## config.mk

```make
export PLATFORM = sky130hd
export DESIGN_NAME = key_repeat_pulse
export DESIGN_NICKNAME = d
export VERILOG_FILES = /design/src/rtl/key_repeat_pulse_pkg.sv /design/src/rtl/key_repeat_channel.sv /design/src/rtl/key_repeat_pulse.sv
export SDC_FILE = /design/constraint.sdc
export NUM_CORES = 1
export LEC_CHECK = 0
export CORE_MARGIN = 1.5
export CORE_UTILIZATION = 45
export DETAILED_ROUTE_END_ITERATION = 8
export DONT_BUFFER_PORTS = 1
export PLACE_DENSITY_LB_ADDON = 0.25
export SLEW_MARGIN = 20
export SYNTH_ARGS = -nofsm -noshare
export SYNTH_HDL_FRONTEND = slang
export SYNTH_SLANG_ARGS = --single-unit
```

## constraint.sdc

```tcl
create_clock -name i_Clk -period 1.6 [get_ports i_Clk]
set_input_delay 0.48 -clock i_Clk [delete_from_list [all_inputs] [get_ports i_Clk]]
set_output_delay 0.48 -clock i_Clk [all_outputs]
set_load 0.05 [all_outputs]
```

## src/rtl/key_repeat_pulse_pkg.sv

```systemverilog
// Shared types and helpers for the key_repeat_pulse edge-to-pulse block.
package key_repeat_pulse_pkg;

  typedef enum logic [1:0] {
    ST_IDLE   = 2'd0,
    ST_DELAY  = 2'd1,
    ST_REPEAT = 2'd2
  } state_t;

  // Bits needed to hold values 0..limit, never less than one.
  function automatic int unsigned cnt_w(input int unsigned limit);
    return (limit < 2) ? 1 : $clog2(limit + 1);
  endfunction

  // A zero repeat interval falls back to the first-repeat delay.
  function automatic int unsigned repeat_interval(input int unsigned delay_cycles,
                                                  input int unsigned repeat_cycles);
    return (repeat_cycles != 0) ? repeat_cycles : delay_cycles;
  endfunction

endpackage

```

## src/rtl/key_repeat_channel.sv

```systemverilog
// One key channel: level debouncer, press/auto-repeat FSM and its counters.
module key_repeat_channel
  import key_repeat_pulse_pkg::*;
#(
  parameter int unsigned DEBOUNCE_CYCLES = 4,
  parameter int unsigned DELAY_CYCLES    = 0,
  parameter int unsigned REPEAT_CYCLES   = 0,
  parameter int unsigned ON_FALL         = 0
) (
  input  logic clk,
  input  logic rst,
  input  logic data,
  input  logic enable,
  output logic pulse,
  output logic held
);

  localparam int unsigned INTERVAL = repeat_interval(DELAY_CYCLES, REPEAT_CYCLES);
  localparam int unsigned HOLD_MAX = (DELAY_CYCLES > INTERVAL) ? DELAY_CYCLES : INTERVAL;
  localparam int unsigned DB_W     = cnt_w(DEBOUNCE_CYCLES);
  localparam int unsigned HOLD_W   = cnt_w(HOLD_MAX);
  localparam int unsigned DLY_M1   = (DELAY_CYCLES > 0) ? DELAY_CYCLES - 1 : 0;
  localparam int unsigned INT_M1   = (INTERVAL > 0) ? INTERVAL - 1 : 0;

  localparam logic [DB_W-1:0]   DB_LAST  = DB_W'(DEBOUNCE_CYCLES - 1);
  localparam logic [HOLD_W-1:0] DLY_LAST = HOLD_W'(DLY_M1);
  localparam logic [HOLD_W-1:0] INT_LAST = HOLD_W'(INT_M1);
  localparam logic              ACT_XOR  = (ON_FALL != 0);

  logic              level, level_next;
  logic [DB_W-1:0]   db_cnt, db_cnt_next;
  logic [HOLD_W-1:0] hold_cnt, hold_cnt_next;
  state_t            state, state_next;
  logic              pulse_next;
  logic              active_now, active_next;

  always_comb begin
    level_next  = level;
    db_cnt_next = '0;
    if (data != level) begin
      if (db_cnt == DB_LAST) level_next = data;
      else                   db_cnt_next = db_cnt + 1'b1;
    end
  end

  assign active_now  = level ^ ACT_XOR;
  assign active_next = level_next ^ ACT_XOR;

  // The press pulse fires on the same edge the debounced level turns active.
  always_comb begin
    state_next    = state;
    hold_cnt_next = hold_cnt;
    pulse_next    = 1'b0;
    if (!enable || !active_next) begin
      state_next    = ST_IDLE;
      hold_cnt_next = '0;
    end else begin
      case (state)
        ST_IDLE: begin
          if (!active_now) begin
            pulse_next    = 1'b1;
            hold_cnt_next = '0;
            state_next    = (DELAY_CYCLES != 0) ? ST_DELAY : ST_IDLE;
          end
        end
        ST_DELAY: begin
          if (hold_cnt == DLY_LAST) begin
            pulse_next    = 1'b1;
            hold_cnt_next = '0;
            state_next    = ST_REPEAT;
          end else begin
            hold_cnt_next = hold_cnt + 1'b1;
          end
        end
        ST_REPEAT: begin
          if (hold_cnt == INT_LAST) begin
            pulse_next    = 1'b1;
            hold_cnt_next = '0;
          end else begin
            hold_cnt_next = hold_cnt + 1'b1;
          end
        end
        default: begin
          state_next    = ST_IDLE;
          hold_cnt_next = '0;
        end
      endcase
    end
  end

  always_ff @(negedge clk) begin
    if (rst) begin
      level    <= data;
      db_cnt   <= '0;
      state    <= ST_IDLE;
      hold_cnt <= '0;
      pulse    <= 1'b0;
      held     <= data ^ ACT_XOR;
    end else begin
      level    <= level_next;
      db_cnt   <= db_cnt_next;
      state    <= state_next;
      hold_cnt <= hold_cnt_next;
      pulse    <= pulse_next;
      held     <= active_next;
    end
  end

endmodule

```

## src/rtl/key_repeat_pulse.sv

```systemverilog
// Multi-channel debounced key edge-to-pulse generator with optional auto-repeat.
module key_repeat_pulse
  import key_repeat_pulse_pkg::*;
#(
  parameter int unsigned CHANNELS        = 8,
  parameter int unsigned DEBOUNCE_CYCLES = 4,
  parameter int unsigned DELAY_CYCLES    = 0,
  parameter int unsigned REPEAT_CYCLES   = 0,
  parameter int unsigned ON_FALL         = 0
) (
  input  logic                i_Clk,
  input  logic                i_Rst,
  input  logic [CHANNELS-1:0] i_Data,
  input  logic [CHANNELS-1:0] i_Enable,
  output logic [CHANNELS-1:0] o_Pulse,
  output logic [CHANNELS-1:0] o_Held,
  output logic                o_Any
);

  for (genvar g = 0; g < CHANNELS; g++) begin : g_ch
    key_repeat_channel #(
      .DEBOUNCE_CYCLES(DEBOUNCE_CYCLES),
      .DELAY_CYCLES   (DELAY_CYCLES),
      .REPEAT_CYCLES  (REPEAT_CYCLES),
      .ON_FALL        (ON_FALL)
    ) u_ch (
      .clk   (i_Clk),
      .rst   (i_Rst),
      .data  (i_Data[g]),
      .enable(i_Enable[g]),
      .pulse (o_Pulse[g]),
      .held  (o_Held[g])
    );
  end

  assign o_Any = |o_Pulse;

endmodule

```

==> impl_results.md, run 1 <==
* Outcome: finished with violations
* Failing checks: negative setup slack
* Tot GR Track Use at 16.4%
* Largest net degree at the start of global routing at 33
* Final wirelength at 2920 um
* Post-detail-place hpwl at 2000 um
* Clock Pin Slew Worst Setup and Hold Paths at 0.03 ns
* FF+latch count, synth at 40
* Leakage Power at 1.10 nW
* CTS Root Cell: clkbuf_8
* DRT Pass-1 Iters at 4
* Clock network power share at 40.7%
* Max Slew Vio Count at 0
* CTS buffer count at 5
* Worst-margin pin slew at 0.296 ns
* First-pass GRT wire length at 5130 um
* Iter 0 DRT Violations at 15
* Vias in the first global route at 1297
* IO Count at 35
* Synth Instances at 151
* Setup slack at placement at -0.594 ns
* Die ar. at 4070 um^2
* Synth cell types at 12
* Syn_area_per_cell at 11.0 um^2
* Switching share of power at 32.5%
* Warnings, synthesis at 0
* DR vias at 1195
* Placed Instances at 192
* Final hold vios at 0
* GR Overflow Total at 0
* Placed cell areas at approximately 1900 um^2
* Logic pwr share at between 10% and 20%
* Std-Cell Core Area at between 3000 and 4000 um^2
* Die W at 63.8 um
* Worst Clk Skew at 0.0145 ns
* Rel. slew slack at 80.1%
* Htree depth at 2
* Hold Crit Class: reg2reg
* Max_cap viols at 0
* Port Buffers at 0
* Final worst slack at -0.908 ns
* Maximum VDD drop at 0.000644 V
* P&R area growth vs syn at 37.9%
* Synth Net Count at 185
* Routed vias/inst at 5.00
* Cell accounting for the most synthesized area: dfxtp_1
* Sequential share of the synthesized area at 48.1%
* Worst path arrival time at between 2 and 2.5 ns
* Antenna violations before repair at 0
* Post-layout nets at between 200 and 250
* WL/cell at 12.2 um
* Ant diodes at 0
* GPL Wtd Cong at between 0.6 and 0.7
* Rows at 21
* Critical Path Fanout Max at 2
* Non-Filler Instances at 239
* TritonCTS clock tree: yes
* Final setup fails at 17
* Seq pwr share at a little under half
* Post-synth top area share at between 40% and 50%
* Worst Path Required at 1.12 ns
* Mapped cell area at 1670 um^2
* Sink Count at 40
* Layout cell share with drive strength beyond 1 at 32.6%
* Initial Utilization at between 40% and 50%
* Clock latency on the worst-skew pair at roughly 0.36 ns
* Commonest non-fill, non-tap cell in the layout: inv_1
* Die height at 63.8 um
* Leading cell types in the layout, fill and taps excluded: inv_1, dfxtp_1, nor4_1, ha_1, dfxtp_4
* Finished Cell Area at ~2300 um^2
* Critical path class: reg2out
* Drc violations at 0
* Top cells by area, synth: dfxtp_1, ha_1, buf_4, nor4_1, mux2_2
* CP startpoint kind: flip-flop
* Post-CTS setup buffer count at 0
* Power density cells at about 1100 nW/um^2
* Psw at between 0.0008 and 0.0009 W
* Critical Path Sink Type: output pin
* RSZ-0062 raised after global routing: yes
* Antenna Nets Post-Route at 0
* Tot Pwr at approximately 0.0025 W
* Clk buf depth at 2
* P_int at 0.00167 W
* Hold WS at around 0.42 ns
==> power by group through the flow <==
stage	Clock (W)	Sequential (W)	Combinational, W
after floorplan	0.000156	0.00115	0.000374
after global placement	0.000156	0.00121	0.000270
after detailed placement	0.000156	0.00121	0.000283
after CTS	0.00106	0.00119	0.000285
after global routing	0.00118	0.00119	0.000309
final	0.00101	0.00119	0.000282
==> sequential cells by signal (all words and copies together), names as in the netlist <==
name              count
g_ch.u_ch.pulse       8
g_ch.u_ch.db_cnt     24
g_ch.u_ch.held        8
==> synthesized netlist by cell type, drive strengths merged <==
library cell and n:
nor2 16, mux2 8, inv 9, nand4b 8, nor4 18, xnor2 8
and3b 8, ha 16, dfxtp 40, nand2 1, buf 19
==> area by class of cell <==
type / count / area (um^2)
fillers: 265 / 1140
multi-input cells: 83 / 955
flip-flops and latches: 40 / 858
repair buffers: 14 / 165
clock inverters: 43 / 163
clock buffers: 5 / 68.8
well taps: 46 / 57.6
inverters: 8 / 30.0
==> layer usage <==
metal / global-route usage (%) / share of wire (%)
met1: 15.7 / 40
met2: 26.2 / 52
met3: 8.10 / 6.3
met4: 13.9 / 2.4
met5: 0 / 0
==> repair_timing <==
item,4_1_cts,5_1_grt
pin swaps,1,1
hold buffers,0,0
endpoints found under the setup margin,17,17
endpoints found under the hold margin,0,0
resized for setup,33,3
==> critical path, cell delays in order (launching register included) <==
cell and delay [ns]:
dfxtp_4 0.35, nor4_4 0.35, nand2_4 0.18
==> final timing paths <==
path                                                        start                                 to  slack [ns]  cells after the start
worst max-delay path                g_ch[5].u_ch.pulse$_SDFF_NP0_                              o_Any       -0.91                      2
worst min-delay path            g_ch[1].u_ch.db_cnt[0]$_SDFF_NP0_  g_ch[1].u_ch.db_cnt[0]$_SDFF_NP0_        0.42                      1
worst max register to register  g_ch[3].u_ch.db_cnt[0]$_SDFF_NP0_          g_ch[3].u_ch.held$_DFF_N_        0.27                      4
worst min register to register  g_ch[1].u_ch.db_cnt[0]$_SDFF_NP0_  g_ch[1].u_ch.db_cnt[0]$_SDFF_NP0_        0.42                      1
==> logic make-up (layout without fill, tap and decap cells) <==
logic type / Yosys count / count (layout) / share of synthesized area, %
and+or+nand+nor: 51 / 51 / 19.0
muxes: 8 / 8 / 5.41
buffers and inverters: 28 / 70 / 11.3
xor gates and xnor gates: 8 / 8 / 4.21
adders and majority gates: 16 / 16 / 12.0
DFF: 40 / 40 / 48.1
==> stage by stage <==
stage / setup TNS (ns) / utilization, %
detailed placement: -6.91 / 56.6
CTS: -9.23 / 66.5
global placement: -6.14 / 56.6
global route: -9.51 / 66.7
finish: -9.00 / 66.7
floorplan: -9.92 / -
No activity file was read; power rests on OpenSTA's default activity.
==> run 2: changes to the inputs <==
Settings changed: MAX_ROUTING_LAYER set to met4.
==> run 2 against run 1 <==
Effect of this change: die area did not move; final area did not move; combinational power barely moved; highest routed layer unchanged; global-route usage rose by 0.42 points; clock power barely moved; sequential share of layout area did not move; core utilization did not move; the run still ends with negative setup slack left; count of clock-buffer cells in the layout did not move; sequential power barely moved; routed wire length rose by 0.24%.
==> impl_results.md, run 2 (same netlist as run 1, synthesis figures left out) <==
* Outcome: finished with violations
* Failing checks: negative setup slack
* TritonCTS clock tree: yes
* Rel. slew slack at between 80% and 90%
* First-pass GRT wire length at 5110 um
* Worst Path Required at approximately 1.1 ns
* Sink Count at 40
* Setup slack at placement at -0.594 ns
* Tot GR Track Use at 16.8%
* Post-layout nets at 226
* Clock Pin Slew Worst Setup and Hold Paths at 0.03 ns
* Final hold vios at 0
* GPL Wtd Cong at 0.645
* Final wirelength at 2930 um
* Critical Path Sink Type: output pin
* Post-detail-place hpwl at 2000 um
* DR vias at around 1200
* Leading cell types in the layout, fill and taps excluded: inv_1, dfxtp_1, nor4_1, ha_1, dfxtp_4
* Slowest stage cell, crit path: dfxtp_4
* Placed Instances at around 190
* CTS buffer count at 5
* Std-Cell Core Area at ~3400 um^2
* CP startpoint kind: flip-flop
* Finished Cell Area at 2300 um^2
* Post-CTS setup buffer count at 0
* Final worst slack at -0.908 ns
* Top Registers: g_ch.u_ch.db_cnt x24, g_ch.u_ch.held x8, g_ch.u_ch.pulse x8
* P&R area growth vs syn at 37.9%
* Antenna violations before repair at 0
* GR Overflow Total at 0
* Worst Clk Skew at 0.0145 ns
* Max FFs per register at 24
* Area of the multi-input gates at 955 um^2
* Hold WS at approximately 0.42 ns
* Hold Crit Class: reg2reg
* Critical-path cell list: nor4_4, nand2_4
* DRT Pass-1 Iters at 4
* Iter 0 DRT Violations at 33
* CTS Root Cell: clkbuf_8
* Buf/Inv on CP at 0
* Critical Path Fanout Max at 2
* Die height at 63.8 um
* IO Count at 35
* Initial Utilization at between 40% and 50%
* Critical path class: reg2out
* Max Slew Vio Count at 0
* Routed vias/inst at 4.99
* FF+latch area at 858 um^2
* Leakage Power at 1.10 nW
* Placed cell areas at approximately 1900 um^2
* Power density cells at 1080 nW/um^2
* Tot Pwr at 0.00248 W
* Ant diodes at 0
* Clk buf depth at 2
* Final setup fails at 17
* Commonest non-fill, non-tap cell in the layout: inv_1
* Top Family by Delay on Critical Path: simple AND/OR/NAND/NOR gates
* WL/cell at about 12 um
* Worst path arrival time at 2.03 ns
* RSZ-0062 raised after global routing: yes
* Max_cap viols at 0
* Most flops, register: g_ch.u_ch.db_cnt
* Rows at 21
* Htree depth at 2
* Layout cell share with drive strength beyond 1 at 32.6%
* Clock latency on the worst-skew pair at 0.36 ns
* Non-Filler Instances at approximately 240
* Drc violations at 0
* Die ar. at between 4000 and 5000 um^2
* Antenna Nets Post-Route at 0
* Worst-margin pin slew at 0.296 ns
* Port Buffers at 0
* CTS Hold Bufs at 0
* Maximum VDD drop at about 0.00064 V
* Vias in the first global route at 1310
* Max incr delay on CP at 0.35 ns
* Largest net degree at the start of global routing at 33
* Fillers at 265
* Die W at 63.8 um
[run 2: where the power goes]
group	switching, W	leakage (nW)	internal [W]
logic	0.0000977	0.508	0.000185
registers	0.000123	0.337	0.00106
clock network	0.000590	0.260	0.000424
total	0.000810	1.10	0.00167
[run 2: final timing paths]
path	depth (start not counted)	to	slack [ns]	start
worst max-delay path	2	o_Any	-0.91	g_ch[5].u_ch.pulse$_SDFF_NP0_
worst min-delay path	1	g_ch[1].u_ch.db_cnt[0]$_SDFF_NP0_	0.42	g_ch[1].u_ch.db_cnt[0]$_SDFF_NP0_
worst max register to register	4	g_ch[3].u_ch.held$_DFF_N_	0.27	g_ch[3].u_ch.db_cnt[0]$_SDFF_NP0_
worst min register to register	1	g_ch[1].u_ch.db_cnt[0]$_SDFF_NP0_	0.42	g_ch[1].u_ch.db_cnt[0]$_SDFF_NP0_
[run 2: area by class of cell]
type / count / share of cell area, %
multi-input combinational: 83 / 41.6
sequential: 40 / 37.4
timing repair buffer: 14 / 7.19
clock inverter: 43 / 7.08
clock buffer: 5 / 3.00
tap: 46 / 2.51
inverter: 8 / 1.31
[run 2: what timing repair did]
item	CTS	global route
setup endpoints to repair	17	17
pin swaps	1	1
gates resized for setup	33	3
[run 2: metrics by stage]
step	util, %	setup TNS, ns
after floorplan	-	-9.92
after detailed placement	56.6	-6.91
after global placement	56.6	-6.14
after CTS	66.5	-9.23
after global routing	66.7	-9.50
final	66.7	-9.01
[run 2: layer usage]
layer / share of wire (%) / global-route usage, %
met1: 40 / 15.7
met4: 2.7 / 13.9
met2: 51 / 26.2
met3: 6.1 / 7.92
met5: 0 / -
==> run 3: changes to the inputs <==
Settings changed: CELL_PAD_IN_SITES_DETAIL_PLACEMENT set to 1, CELL_PAD_IN_SITES_GLOBAL_PLACEMENT set to 2, CORE_UTILIZATION 45 to 39.
==> run 3 against run 2 <==
Effect of this change: final area is 2.4% higher; core utilization decreased by 8.8 points; die area rose by 15%; first-iteration DRC count down 64%; clock power increased by 25%; the run still ends with negative setup slack left; sequential share of layout area down 0.77 points; non-clock buffer count grew 2; flip-flop and latch count unchanged; count of clock-buffer cells in the layout unchanged; setup slack better by 0.015 ns.
==> impl_results.md, run 3 (same netlist as run 1, synthesis figures left out) <==
* Outcome: finished with violations
* Failing checks: negative setup slack
* Ant diodes at 0
* GPL Wtd Cong at between 0.6 and 0.7
* Post-layout nets at 228
* Power density cells at 1160 nW/um^2
* Initial Utilization at 41.0%
* Most flops, register: g_ch.u_ch.db_cnt
* Antenna violations before repair at 0
* Post-detail-place hpwl at 2450 um
* Critical Path Sink Type: output pin
* Largest net degree at the start of global routing at 33
* WL/cell at 14.8 um
* Die W at 68.3 um
* Die ar. at 4670 um^2
* Vias in the first global route at 1414
* End point of the critical path: o_Any
* Clock network power share at 46.0%
* Final worst slack at -0.892 ns
* Finished Cell Area at 2350 um^2
* DRT Pass-1 Iters at 4
* CP startpoint kind: flip-flop
* FF+latch area at about 860 um^2
* Placed cell areas at between 1500 and 2000 um^2
* P_int at 0.00185 W
* Worst path arrival time at 2.01 ns
* Worst-margin pin slew at 0.293 ns
* Psw at 0.000889 W
* First-pass GRT wire length at 5670 um
* RSZ-0062 raised after global routing: yes
* Clk buf depth at 2
* Routed vias/inst at just under 5
* Rel. slew slack at 80.3%
* Max Slew Vio Count at 0
* Logic pwr share at 10.9%
* TritonCTS clock tree: yes
* Worst Path Required at 1.12 ns
* Leading cell types in the layout, fill and taps excluded: inv_1, dfxtp_1, nor4_1, ha_1, dfxtp_4
* Final setup fails at 17
* CTS buffer count at 5
* DR vias at 1218
* GR Overflow Total at 0
* Iter 0 DRT Violations at 12
* Layout cell share with drive strength beyond 1 at between 30 and 40%
* Die height at 68.3 um
* Max FFs per register at 24
* Maximum VDD drop at 0.000539 V
* Critical path class: reg2out
* Hold Crit Class: reg2reg
* CTS Root Cell: clkbuf_8
* Area of the multi-input gates at 955 um^2
* Tot Pwr at 0.00274 W
* IO Count at 35
* Std-Cell Core Area at 4060 um^2
* R2R setup slack at 0.25 ns
* Final hold vios at 0
* Final wirelength at 3630 um
* Seq pwr share at 43.1%
* Drc violations at 0
* Reg2reg start: g_ch[4].u_ch.db_cnt[0]$_SDFF_NP0_
* Clock Pin Slew Worst Setup and Hold Paths at 0.04 ns
* RR Endpoint: g_ch[4].u_ch.held$_DFF_N_
* Antenna Nets Post-Route at 0
* Critical Path Fanout Max at 2
* Top Registers: g_ch.u_ch.db_cnt x24, g_ch.u_ch.held x8, g_ch.u_ch.pulse x8
* Tot GR Track Use at 17.3%
* Sink Count at 40
* Worst Clk Skew at 0.0282 ns
* Leakage Power at 1.13 nW
* P&R area growth vs syn at 41.2%
* Rows at 23
* Worst setup startpoint: g_ch[5].u_ch.pulse$_SDFF_NP0_
* Commonest non-fill, non-tap cell in the layout: inv_1
* Hold_sp: g_ch[2].u_ch.db_cnt[0]$_SDFF_NP0_
* Port Buffers at 0
* Clock latency on the worst-skew pair at 0.37 ns
* Max_cap viols at 0
* Htree depth at 2
* Worst reg2reg path depth at 4
* Switching share of power at approximately a third
* Fillers at 420
[run 3: changes by cell type in the layout (fill, tap and decap cells not counted)]
cell,before,now
clkinvlp_2,1,0
dfxtp_4,15,16
buf_4,6,8
bufinv_16,0,1
inv_1,50,48
dfxtp_2,1,0
clkinv_4,0,1
inv_4,0,1
[run 3: how the worst min path moves through the flow]
stage | end | slack (ns) | depth (start not counted)
6_report | g_ch[2].u_ch.db_cnt[0]$_SDFF_NP0_ | 0.43 | 1
5_1_grt | g_ch[2].u_ch.db_cnt[0]$_SDFF_NP0_ | 0.45 | 1
3_5_place_dp | g_ch[3].u_ch.db_cnt[0]$_SDFF_NP0_ | 0.43 | 1
3_3_place_gp | g_ch[0].u_ch.db_cnt[0]$_SDFF_NP0_ | 0.41 | 1
2_1_floorplan | g_ch[0].u_ch.db_cnt[0]$_SDFF_NP0_ | 0.40 | 1
4_1_cts | g_ch[3].u_ch.db_cnt[0]$_SDFF_NP0_ | 0.43 | 1
[run 3: worst max-delay path: stages, from the launching register on]
cell	delay, ns
dfxtp_4	0.35
nor4_4	0.33
nand2_4	0.18
[run 3: per-stage QoR]
stage | worst slack [ns] | utilization, % | cells | TNS, ns | hold slack (ns)
after CTS | -0.930 | 56.8 | 244 | -9.33 | 0.433
after floorplan | -0.478 | - | 151 | -9.92 | 0.403
after detailed placement | -0.571 | 48.3 | 197 | -7.27 | 0.429
final | -0.892 | 58.0 | 245 | -9.20 | 0.430
after global routing | -0.936 | 58.0 | 245 | -9.71 | 0.449
after global placement | -0.565 | 48.3 | 197 | -6.29 | 0.409
[run 3: cell type report]
| cell class | instances | share of cell area [%] |
|---|---|---|
| Multi-Input combinational cell | 83 | 40.6 |
| Sequential cell | 40 | 36.6 |
| Clock inverter | 43 | 8.30 |
| Timing Repair Buffer | 16 | 7.66 |
| Clock buffer | 5 | 2.93 |
| Tap cell | 50 | 2.66 |
| Inverter | 8 | 1.28 |
[run 3: power groups by stage]
stage | clock network [W] | logic (W) | registers, W
finish | 0.00126 | 0.000298 | 0.00118
CTS | 0.00131 | 0.000301 | 0.00119
global placement | 0.000156 | 0.000281 | 0.00120
floorplan | 0.000156 | 0.000374 | 0.00115
detailed placement | 0.000156 | 0.000299 | 0.00121
global route | 0.00142 | 0.000323 | 0.00119
[run 3: timing repair]
action	CTS	global route
gates resized for setup	25	12
setup buffers	0	1
pin swaps	2	2
setup endpoints to repair	17	17
hold buffers	0	0
[run 3: metal layers]
| metal | global-route usage [%] | vias up | wire, um |
|---|---|---|---|
| met1 | 13.9 | 580 | 1350 |
| met2 | 30.6 | 28 | 2050 |
| met4 | 13.0 | 0 | 66 |
| met5 | - | - | 0 |
| li1 | - | 601 | - |
| met3 | 7.73 | 9 | 168 |
